File: config.mk
export PLATFORM = sky130hd
export DESIGN_NAME = alu_exec_unit
export DESIGN_NICKNAME = d
export VERILOG_FILES = /design/src/rtl/alu_pkg.sv /design/src/rtl/alu_mul_iter.sv /design/src/rtl/alu_exec_unit.sv
export SDC_FILE = /design/constraint.sdc
export NUM_CORES = 1
export LEC_CHECK = 0
export CAP_MARGIN = 20
export CORE_MARGIN = 3
export CORE_UTILIZATION = 55
export DETAILED_ROUTE_END_ITERATION = 6
export GPL_ROUTABILITY_DRIVEN = 1
export PLACE_DENSITY_LB_ADDON = 0.1
export SLEW_MARGIN = 20
export SYNTH_ARGS = -nofsm -noshare
export SYNTH_HDL_FRONTEND = slang
export SYNTH_SLANG_ARGS = --single-unit
export TNS_END_PERCENT = 1
File: constraint.sdc
create_clock -name clk -period 3.54 [get_ports clk]
set_input_delay 0.885 -clock clk [delete_from_list [all_inputs] [get_ports clk]]
set_output_delay 0.885 -clock clk [all_outputs]
set_load 0.01 [all_outputs]
File: src/rtl/alu_pkg.sv
// Shared definitions for the execute-stage ALU.
// Contents: ALUOp and funct encodings, the internal operation enum, the
// FSM state enum and the ALUOp/funct decoder function.
package alu_pkg;

  // ALUOp encodings from the main controller
  localparam logic [2:0] ALUOP_ADD   = 3'b000;
  localparam logic [2:0] ALUOP_SUB   = 3'b001;
  localparam logic [2:0] ALUOP_RTYPE = 3'b010;
  localparam logic [2:0] ALUOP_AND   = 3'b011;
  localparam logic [2:0] ALUOP_OR    = 3'b100;
  localparam logic [2:0] ALUOP_ILL   = 3'b101;
  localparam logic [2:0] ALUOP_XOR   = 3'b110;
  localparam logic [2:0] ALUOP_ADDU  = 3'b111;

  // R-type funct encodings
  localparam logic [5:0] FN_ADD  = 6'b100000;
  localparam logic [5:0] FN_ADDU = 6'b100001;
  localparam logic [5:0] FN_SUB  = 6'b100010;
  localparam logic [5:0] FN_SUBU = 6'b100011;
  localparam logic [5:0] FN_AND  = 6'b100100;
  localparam logic [5:0] FN_OR   = 6'b100101;
  localparam logic [5:0] FN_XOR  = 6'b100110;
  localparam logic [5:0] FN_SLT  = 6'b101010;
  localparam logic [5:0] FN_SLL  = 6'b000000;
  localparam logic [5:0] FN_SRL  = 6'b000010;
  localparam logic [5:0] FN_SRA  = 6'b000011;
  localparam logic [5:0] FN_MUL  = 6'b011000;

  typedef enum logic [3:0] {
    OP_ADD, OP_ADDU, OP_SUB, OP_SUBU, OP_AND, OP_OR, OP_XOR,
    OP_SLT, OP_SLL, OP_SRL, OP_SRA, OP_MUL, OP_ILL
  } alu_op_e;

  typedef enum logic {
    ST_IDLE,
    ST_MUL
  } alu_state_e;

  // Map ALUOp/funct to an internal operation; anything undecodable is OP_ILL.
  function automatic alu_op_e decode_op(input logic [2:0] aluop,
                                        input logic [5:0] fn,
                                        input logic       mul_en);
    alu_op_e op;
    op = OP_ILL;
    case (aluop)
      ALUOP_ADD:  op = OP_ADD;
      ALUOP_SUB:  op = OP_SUB;
      ALUOP_AND:  op = OP_AND;
      ALUOP_OR:   op = OP_OR;
      ALUOP_XOR:  op = OP_XOR;
      ALUOP_ADDU: op = OP_ADDU;
      ALUOP_ILL:  op = OP_ILL;
      ALUOP_RTYPE: begin
        case (fn)
          FN_ADD:  op = OP_ADD;
          FN_ADDU: op = OP_ADDU;
          FN_SUB:  op = OP_SUB;
          FN_SUBU: op = OP_SUBU;
          FN_AND:  op = OP_AND;
          FN_OR:   op = OP_OR;
          FN_XOR:  op = OP_XOR;
          FN_SLT:  op = OP_SLT;
          FN_SLL:  op = OP_SLL;
          FN_SRL:  op = OP_SRL;
          FN_SRA:  op = OP_SRA;
          FN_MUL:  op = mul_en ? OP_MUL : OP_ILL;
          default: op = OP_ILL;
        endcase
      end
      default: op = OP_ILL;
    endcase
    return op;
  endfunction

endpackage

File: src/rtl/alu_mul_iter.sv
// Iterative shift-add multiplier producing the low XLEN bits of a*b.
// One partial product is accumulated per cycle while run is high; done
// and product_lo are valid in the cycle of the final (XLEN-th) iteration.
// Ports:
//   clk, rst_n        clock, async active-low reset
//   start             load operands and clear the iteration count
//   run               iterate this cycle (owner's FSM is in its MUL state)
//   abort             drop the operation in progress
//   mcand_in/mplier_in operands captured on start
//   done              final iteration this cycle (combinational)
//   product_lo        product low half, valid with done (combinational)
module alu_mul_iter
  import alu_pkg::*;
#(
  parameter int unsigned XLEN = 32
) (
  input  logic            clk,
  input  logic            rst_n,
  input  logic            start,
  input  logic            run,
  input  logic            abort,
  input  logic [XLEN-1:0] mcand_in,
  input  logic [XLEN-1:0] mplier_in,
  output logic            done,
  output logic [XLEN-1:0] product_lo
);

  localparam int unsigned CNT_W = $clog2(XLEN);

  logic [XLEN-1:0]  mcand;
  logic [XLEN-1:0]  mplier;
  logic [XLEN-1:0]  acc;
  logic [CNT_W-1:0] count;
  logic [XLEN-1:0]  acc_nxt;

  // Accumulator after this cycle's partial product
  assign acc_nxt    = acc + (mplier[0] ? mcand : '0);
  assign done       = run && (count == CNT_W'(XLEN - 1));
  assign product_lo = acc_nxt;

  // Operand shift registers, accumulator and iteration count
  always_ff @(posedge clk or negedge rst_n) begin
    if (!rst_n) begin
      mcand  <= '0;
      mplier <= '0;
      acc    <= '0;
      count  <= '0;
    end else if (abort) begin
      count <= '0;
    end else if (start) begin
      mcand  <= mcand_in;
      mplier <= mplier_in;
      acc    <= '0;
      count  <= '0;
    end else if (run) begin
      acc    <= acc_nxt;
      mcand  <= mcand << 1;
      mplier <= mplier >> 1;
      count  <= done ? '0 : count + CNT_W'(1);
    end
  end

endmodule

File: src/rtl/alu_exec_unit.sv
// Execute-stage ALU: ALUOp/funct decode, single-cycle datapath and an
// iterative multiply behind a valid/ready handshake with hazard flush.
// Ports:
//   clk, rst_n            clock, async active-low reset
//   flush                 synchronous pipeline flush (highest priority)
//   in_valid / in_ready   upstream handshake (in_ready is combinational)
//   alu_op, funct         ALUOp and R-type funct field
//   op_a, op_b, shamt     operands and shift amount
//   out_valid / out_ready downstream handshake
//   result, zero,         registered result and flags, held while
//   overflow, illegal     out_valid && !out_ready
module alu_exec_unit
  import alu_pkg::*;
#(
  parameter int unsigned XLEN    = 32,
  parameter int unsigned SHAMT_W = $clog2(XLEN),
  parameter bit          MUL_EN  = 1'b1
) (
  input  logic               clk,
  input  logic               rst_n,
  input  logic               flush,
  input  logic               in_valid,
  output logic               in_ready,
  input  logic [2:0]         alu_op,
  input  logic [5:0]         funct,
  input  logic [XLEN-1:0]    op_a,
  input  logic [XLEN-1:0]    op_b,
  input  logic [SHAMT_W-1:0] shamt,
  output logic               out_valid,
  input  logic               out_ready,
  output logic [XLEN-1:0]    result,
  output logic               zero,
  output logic               overflow,
  output logic               illegal
);

  alu_state_e      state;
  alu_state_e      state_nxt;
  alu_op_e         dec_op;
  logic            accept;
  logic            load_sc;
  logic            mul_start;
  logic            mul_done;
  logic [XLEN-1:0] mul_prod;

  logic [XLEN-1:0] sum;
  logic [XLEN-1:0] diff;
  logic            add_ovf;
  logic            sub_ovf;
  logic [XLEN-1:0] sc_result;
  logic            sc_overflow;

  assign dec_op   = decode_op(alu_op, funct, MUL_EN);
  assign in_ready = (state == ST_IDLE) && (!out_valid || out_ready) && !flush;
  assign accept   = in_valid && in_ready;
  assign load_sc  = accept && (dec_op != OP_MUL);
  assign mul_start = accept && (dec_op == OP_MUL);

  // Two's-complement overflow: operands agree in sign (add) or differ (sub)
  // and the result sign differs from op_a.
  assign sum     = op_a + op_b;
  assign diff    = op_a - op_b;
  assign add_ovf = (op_a[XLEN-1] == op_b[XLEN-1]) && (sum[XLEN-1]  != op_a[XLEN-1]);
  assign sub_ovf = (op_a[XLEN-1] != op_b[XLEN-1]) && (diff[XLEN-1] != op_a[XLEN-1]);

  // Single-cycle datapath; MUL and illegal ops produce zero here
  always_comb begin
    sc_result   = '0;
    sc_overflow = 1'b0;
    case (dec_op)
      OP_ADD:  begin sc_result = sum;  sc_overflow = add_ovf; end
      OP_SUB:  begin sc_result = diff; sc_overflow = sub_ovf; end
      OP_ADDU: sc_result = sum;
      OP_SUBU: sc_result = diff;
      OP_AND:  sc_result = op_a & op_b;
      OP_OR:   sc_result = op_a | op_b;
      OP_XOR:  sc_result = op_a ^ op_b;
      OP_SLT:  sc_result = XLEN'($signed(op_a) < $signed(op_b));
      OP_SLL:  sc_result = op_a << shamt;
      OP_SRL:  sc_result = op_a >> shamt;
      OP_SRA:  sc_result = XLEN'($signed(op_a) >>> shamt);
      default: sc_result = '0;
    endcase
  end

  alu_mul_iter #(
    .XLEN (XLEN)
  ) u_mul (
    .clk        (clk),
    .rst_n      (rst_n),
    .start      (mul_start),
    .run        (state == ST_MUL),
    .abort      (flush),
    .mcand_in   (op_a),
    .mplier_in  (op_b),
    .done       (mul_done),
    .product_lo (mul_prod)
  );

  // State register
  always_ff @(posedge clk or negedge rst_n) begin
    if (!rst_n) state <= ST_IDLE;
    else        state <= state_nxt;
  end

  // Next state: flush always returns to IDLE
  always_comb begin
    state_nxt = state;
    if (flush) begin
      state_nxt = ST_IDLE;
    end else begin
      case (state)
        ST_IDLE: if (mul_start) state_nxt = ST_MUL;
        ST_MUL:  if (mul_done)  state_nxt = ST_IDLE;
        default: state_nxt = ST_IDLE;
      endcase
    end
  end

  // Output register: flush > new load > handshake drain
  always_ff @(posedge clk or negedge rst_n) begin
    if (!rst_n) begin
      out_valid <= 1'b0;
      result    <= '0;
      zero      <= 1'b0;
      overflow  <= 1'b0;
      illegal   <= 1'b0;
    end else if (flush) begin
      out_valid <= 1'b0;
    end else if (load_sc) begin
      out_valid <= 1'b1;
      result    <= sc_result;
      zero      <= (sc_result == '0);
      overflow  <= sc_overflow;
      illegal   <= (dec_op == OP_ILL);
    end else if (mul_done) begin
      out_valid <= 1'b1;
      result    <= mul_prod;
      zero      <= (mul_prod == '0);
      overflow  <= 1'b0;
      illegal   <= 1'b0;
    end else if (out_ready) begin
      out_valid <= 1'b0;
    end
  end

endmodule

==> results.sh, run 1 <==
export IMPL_clock_sinks=138
export IMPL_fp_dieH_um=186
export IMPL_synth_top_family_by_area="compound AO/OA/AOI/OAI gates"
export IMPL_outcome="stopped before the end"
export IMPL_error="[ERROR GRT-0232] Routing congestion too high. Check the congestion heatmap in the GUI."
export IMPL_start_util=0.562
export IMPL_ys_ff_latch=138
export IMPL_synth_seq_area_share=0.193
export IMPL_die_x_um=186
export IMPL_yosysTopAreaCell="dfrtp_1"
export IMPL_synth_compound_area_frac=0.297
export IMPL_ys_warn_count=0
export IMPL_syn_avg_cell_area_um2=7.33
export IMPL_numPortBuffers=119
export IMPL_synth_simple_area_share=0.217
export IMPL_cts_root_buffer="clkbuf_16"
export IMPL_lastStage="global routing"
export IMPL_synth_xor_area_frac=0.0284
export IMPL_antenna_found_initial=27
export IMPL_synth_top_cell_area_share=0.193
export IMPL_synthFlopType="dfrtp_1"
export IMPL_synthTopCellsByArea="dfrtp_1 (19%), ha_1 (9.0%), a21oi_1 (6.9%)"
export IMPL_rows=65
export IMPL_grt_start_max_net_pins=82
export IMPL_hpwl_mm=71.7
export IMPL_synth_fp_nets=2653
export IMPL_place_gp_congestion=1.20
export IMPL_place_ws_ps=-1440
export IMPL_synthAdderAreaFrac=0.0937
export IMPL_synth_area_um2=17900
export IMPL_grt_overflow=2
export IMPL_grt_usage=0.755
export IMPL_cts_max_level=4
export IMPL_pin_count=120
export IMPL_synth_cell_types=95
export IMPL_worst_ep_kind="sequential cell input"
export IMPL_synth_enable_flop_cells=0
export IMPL_ys_async_sr_fraction=1.00
export IMPL_clockBufferDepth=2
export IMPL_synthMuxAreaShare=0.104
export IMPL_cts_buffers=17
export IMPL_place_inst=3587
export IMPL_netlist_instances=2438
export IMPL_worst_endpoint="zero$_DFFE_PN0P_/D"
synthesized netlist by cell type, drive strengths merged, types with 36 or more instances:
master / instances
buf: 70
nor3: 46
o21ai: 216
nor2: 294
a21o: 39
clkbuf: 109
nand2: 296
ha: 129
mux2i: 84
a21oi: 246
nand3: 41
xnor2: 46
dfrtp: 138
inv: 107
mux4: 36
what timing repair did:
action                                  CTS
pin swaps                                94
hold buffers                              0
endpoints found under the setup margin  127
gates resized for setup                 242
setup buffers                            41
cells by family after synthesis:
family	Yosys count
mux	138
flops	138
fa+ha+maj	132
xor+xnor	58
compound gates	827
buf+inv	291
simple gates	854
through the flow:
| step | hold slack, ps | instance area, um2 |
|---|---|---|
| after floorplan | 445 | 17900 |
| after global placement | 454 | 25000 |
| after detailed placement | 467 | 25000 |
| after CTS | 442 | 26800 |
routing by layer:
layer | GRT overflow | GRT usage
met1 | 0 | 0.769
met2 | 2 | 0.884
met3 | 0 | 0.649
met4 | 0 | 0.691
met5 | 0 | 0.447
==> inputs of run 2 (changes only) <==
Settings changed: CORE_UTILIZATION 55 to 40, PLACE_DENSITY_LB_ADDON 0.1 to 0.15.
Clock period 3.54 ns to 4.6 ns, I/O delays scaled along.
==> results.sh, run 2 <==
export IMPL_outcome="finished with violations"
export IMPL_violations="setup timing"
export IMPL_worstPathArrival_ps=5000
export IMPL_cp_required_ps=4950
export IMPL_hpwl_mm=80.1
export IMPL_die_x_um=217
export IMPL_synth_seq_area_share=0.193
export IMPL_fp_dieH_um=217
export IMPL_cts_root_buffer="clkbuf_16"
export IMPL_cts_buffers=17
export IMPL_setup_slack_ps=-51.0
export IMPL_final_period_utilization=1.01
export IMPL_clockBufferDepth=2
export IMPL_skew_ps=22.3
export IMPL_place_gp_congestion=1.07
export IMPL_drv_slew=0
export IMPL_post_dp_cell_area_um2=24700
export IMPL_drc_errors=0
export IMPL_ant_nets=0
export IMPL_synth_enable_flop_cells=0
export IMPL_drt_pass1_iterations=6
export IMPL_syn2layout_area_growth_pct=47.9
export IMPL_synth_area_um2=17900
export IMPL_syn_avg_cell_area_um2=7.33
export IMPL_place_inst=3663
export IMPL_synth_commonest_cells="nand2_1 (296), nor2_1 (294), a21oi_1 (245), o21ai_0 (203), dfrtp_1 (138)"
export IMPL_synth_fp_nets=2653
export IMPL_hp_class="reg -> reg"
export IMPL_synth_cell_types=95
export IMPL_final_cell_mix="buf_4 (686), nand2_1 (294), nor2_1 (291)"
export IMPL_power_leakage_nw=12.4
export IMPL_fmax_mhz=215
export IMPL_ys_ff_latch=138
export IMPL_clock_sinks=138
export IMPL_clk_latency_ps=490
export IMPL_stdcell_count=3726
export IMPL_yosysTopAreaCell="dfrtp_1"
export IMPL_totalPowerFinal_mw=5.61
export IMPL_worst_pin_slew_ps=932
export IMPL_ys_async_sr_fraction=1.00
export IMPL_netlist_instances=2438
export IMPL_setup_viol=1
export IMPL_post_drt_wl_per_cell_um=26.6
export IMPL_slew_headroom=0.379
export IMPL_antenna_found_initial=2
export IMPL_die_area_um2=47300
export IMPL_power_density_nw_per_um2=212
export IMPL_clk_pin_slew_ps=90
export IMPL_final_common_cell="buf_4"
export IMPL_tritoncts="yes"
export IMPL_vias_per_cell=6.18
export IMPL_vdd_drop_max_uv=252
export IMPL_core_area_um2=43600
export IMPL_drtIter0Drc=2935
export IMPL_synthTopCellsByArea="dfrtp_1 (19%), ha_1 (9.0%), a21oi_1 (6.9%)"
export IMPL_synth_top_cell_area_share=0.193
export IMPL_grt_pass1_wl_mm=143
export IMPL_cts_max_level=4
export IMPL_numPortBuffers=119
export IMPL_maxCapViolCount=0
export IMPL_crit_type="in -> reg"
export IMPL_critPathLaunchType="input pin"
export IMPL_end_kind="flop"
export IMPL_drt_wl_total_mm=98.9
export IMPL_vias=23000
export IMPL_fin_nets=3342
export IMPL_start_util=0.410
export IMPL_ys_warn_count=0
export IMPL_grt_usage=0.406
export IMPL_grt_start_max_net_pins=101
export IMPL_fin_area_um2=26400
export IMPL_grt_overflow=0
export IMPL_finalHoldViolCount=0
export IMPL_worst_path_max_fanout=7
export IMPL_grt_pass1_vias=22200
export IMPL_drive_gt1_frac=0.320
export IMPL_pin_count=120
export IMPL_rows=76
export IMPL_fin_crit_ps=4650
export IMPL_yosysMostFrequentCell="nand2_1"
export IMPL_synthFlopType="dfrtp_1"
## run 2: cell counts after synthesis
Identical to the previous run, type by type.
## run 2: final cells by class
| class | count | area, um2 |
|---|---|---|
| clock buffers | 19 | 433 |
| fillers | 3973 | 17200 |
| multi-input cells | 2009 | 14100 |
| clock inverters | 13 | 168 |
| inverters | 112 | 427 |
| well taps | 585 | 732 |
| repair buffers | 849 | 7090 |
| diodes | 1 | 2.50 |
| flip-flops and latches | 138 | 3450 |
## run 2: critical path, stage by stage
cell             delay, ps
clkdlybuf4s50_1        510
buf_12                 150
inv_1                   40
buf_4                  180
o21ai_0                690
a31oi_1                180
o31a_1                 140
o22ai_1                490
a21oi_1                240
o221ai_1               440
nor4_2                 110
buf_4                  160
nand4b_1               130
nor4_2                  70
buf_4                  140
nand2_2                 60
o311ai_2               100
## run 2: cells by family (layout without fill, tap and decap cells)
kind of cell               Yosys count  in the layout  share of synthesized area
AOI/OAI and AO/OA                  827            827                      0.297
other                                0              1                          0
and+or+nand+nor                    854            854                      0.217
adders and majority gates          132            132                     0.0937
muxes                              138            138                      0.104
xor gates and xnor gates            58             58                     0.0284
buffers and inverters              291            993                     0.0672
DFF                                138            138                      0.193
## run 2: path summary, 6_finish.rpt
check                           startpoint                to  slack (ps)  cells past startpoint
min reg2reg                      result[5]         result[5]         480                      2
min                              result[5]         result[5]         480                      2
max                               op_a[23]              zero         -50                     17
max in group asynchronous            rst_n  u_mul.mplier[10]        3000                      2
max reg2reg                u_mul.mplier[0]              zero         220                     17
min in group asynchronous            rst_n      u_mul.acc[1]         800                      1
## run 2: through the flow
| stage | hold slack, ps | utilization | setup slack [ps] | TNS (ps) |
|---|---|---|---|---|
| floorplan | 445 | - | 123 | 0 |
| global placement | 459 | 0.565 | -912 | -8850 |
| detailed placement | 469 | 0.565 | -894 | -10580 |
| CTS | 483 | 0.590 | 0.720 | 0 |
| global route | 497 | 0.606 | -31.0 | -31.0 |
| finish | 476 | 0.606 | -51.0 | -51.0 |
## run 2: metal layers
| layer | wire [um] | track usage | vias to the layer above |
|---|---|---|---|
| met5 | 0 | 0 | - |
| met4 | 5530 | 0.200 | 0 |
| met3 | 9260 | 0.0874 | 285 |
| met2 | 44600 | 0.658 | 1334 |
| met1 | 39600 | 0.512 | 11100 |
| li1 | - | - | 10300 |
## run 2: repair_timing
action	CTS	global route
pin swaps	43	52
setup endpoints to repair	7	8
buffers inserted	19	10
cloned	0	1
resized for setup	120	123
hold buffers	0	0
## run 2: power breakdown
group	leakage [nW]	internal (mW)	total (mW)	switching, mW
combinational	10.2	1.26	2.81	1.54
clock	0.294	0.859	1.52	0.662
sequential	1.90	1.25	1.28	0.0283
total	12.4	3.37	5.61	2.23
(Power assumes the default switching activity.)
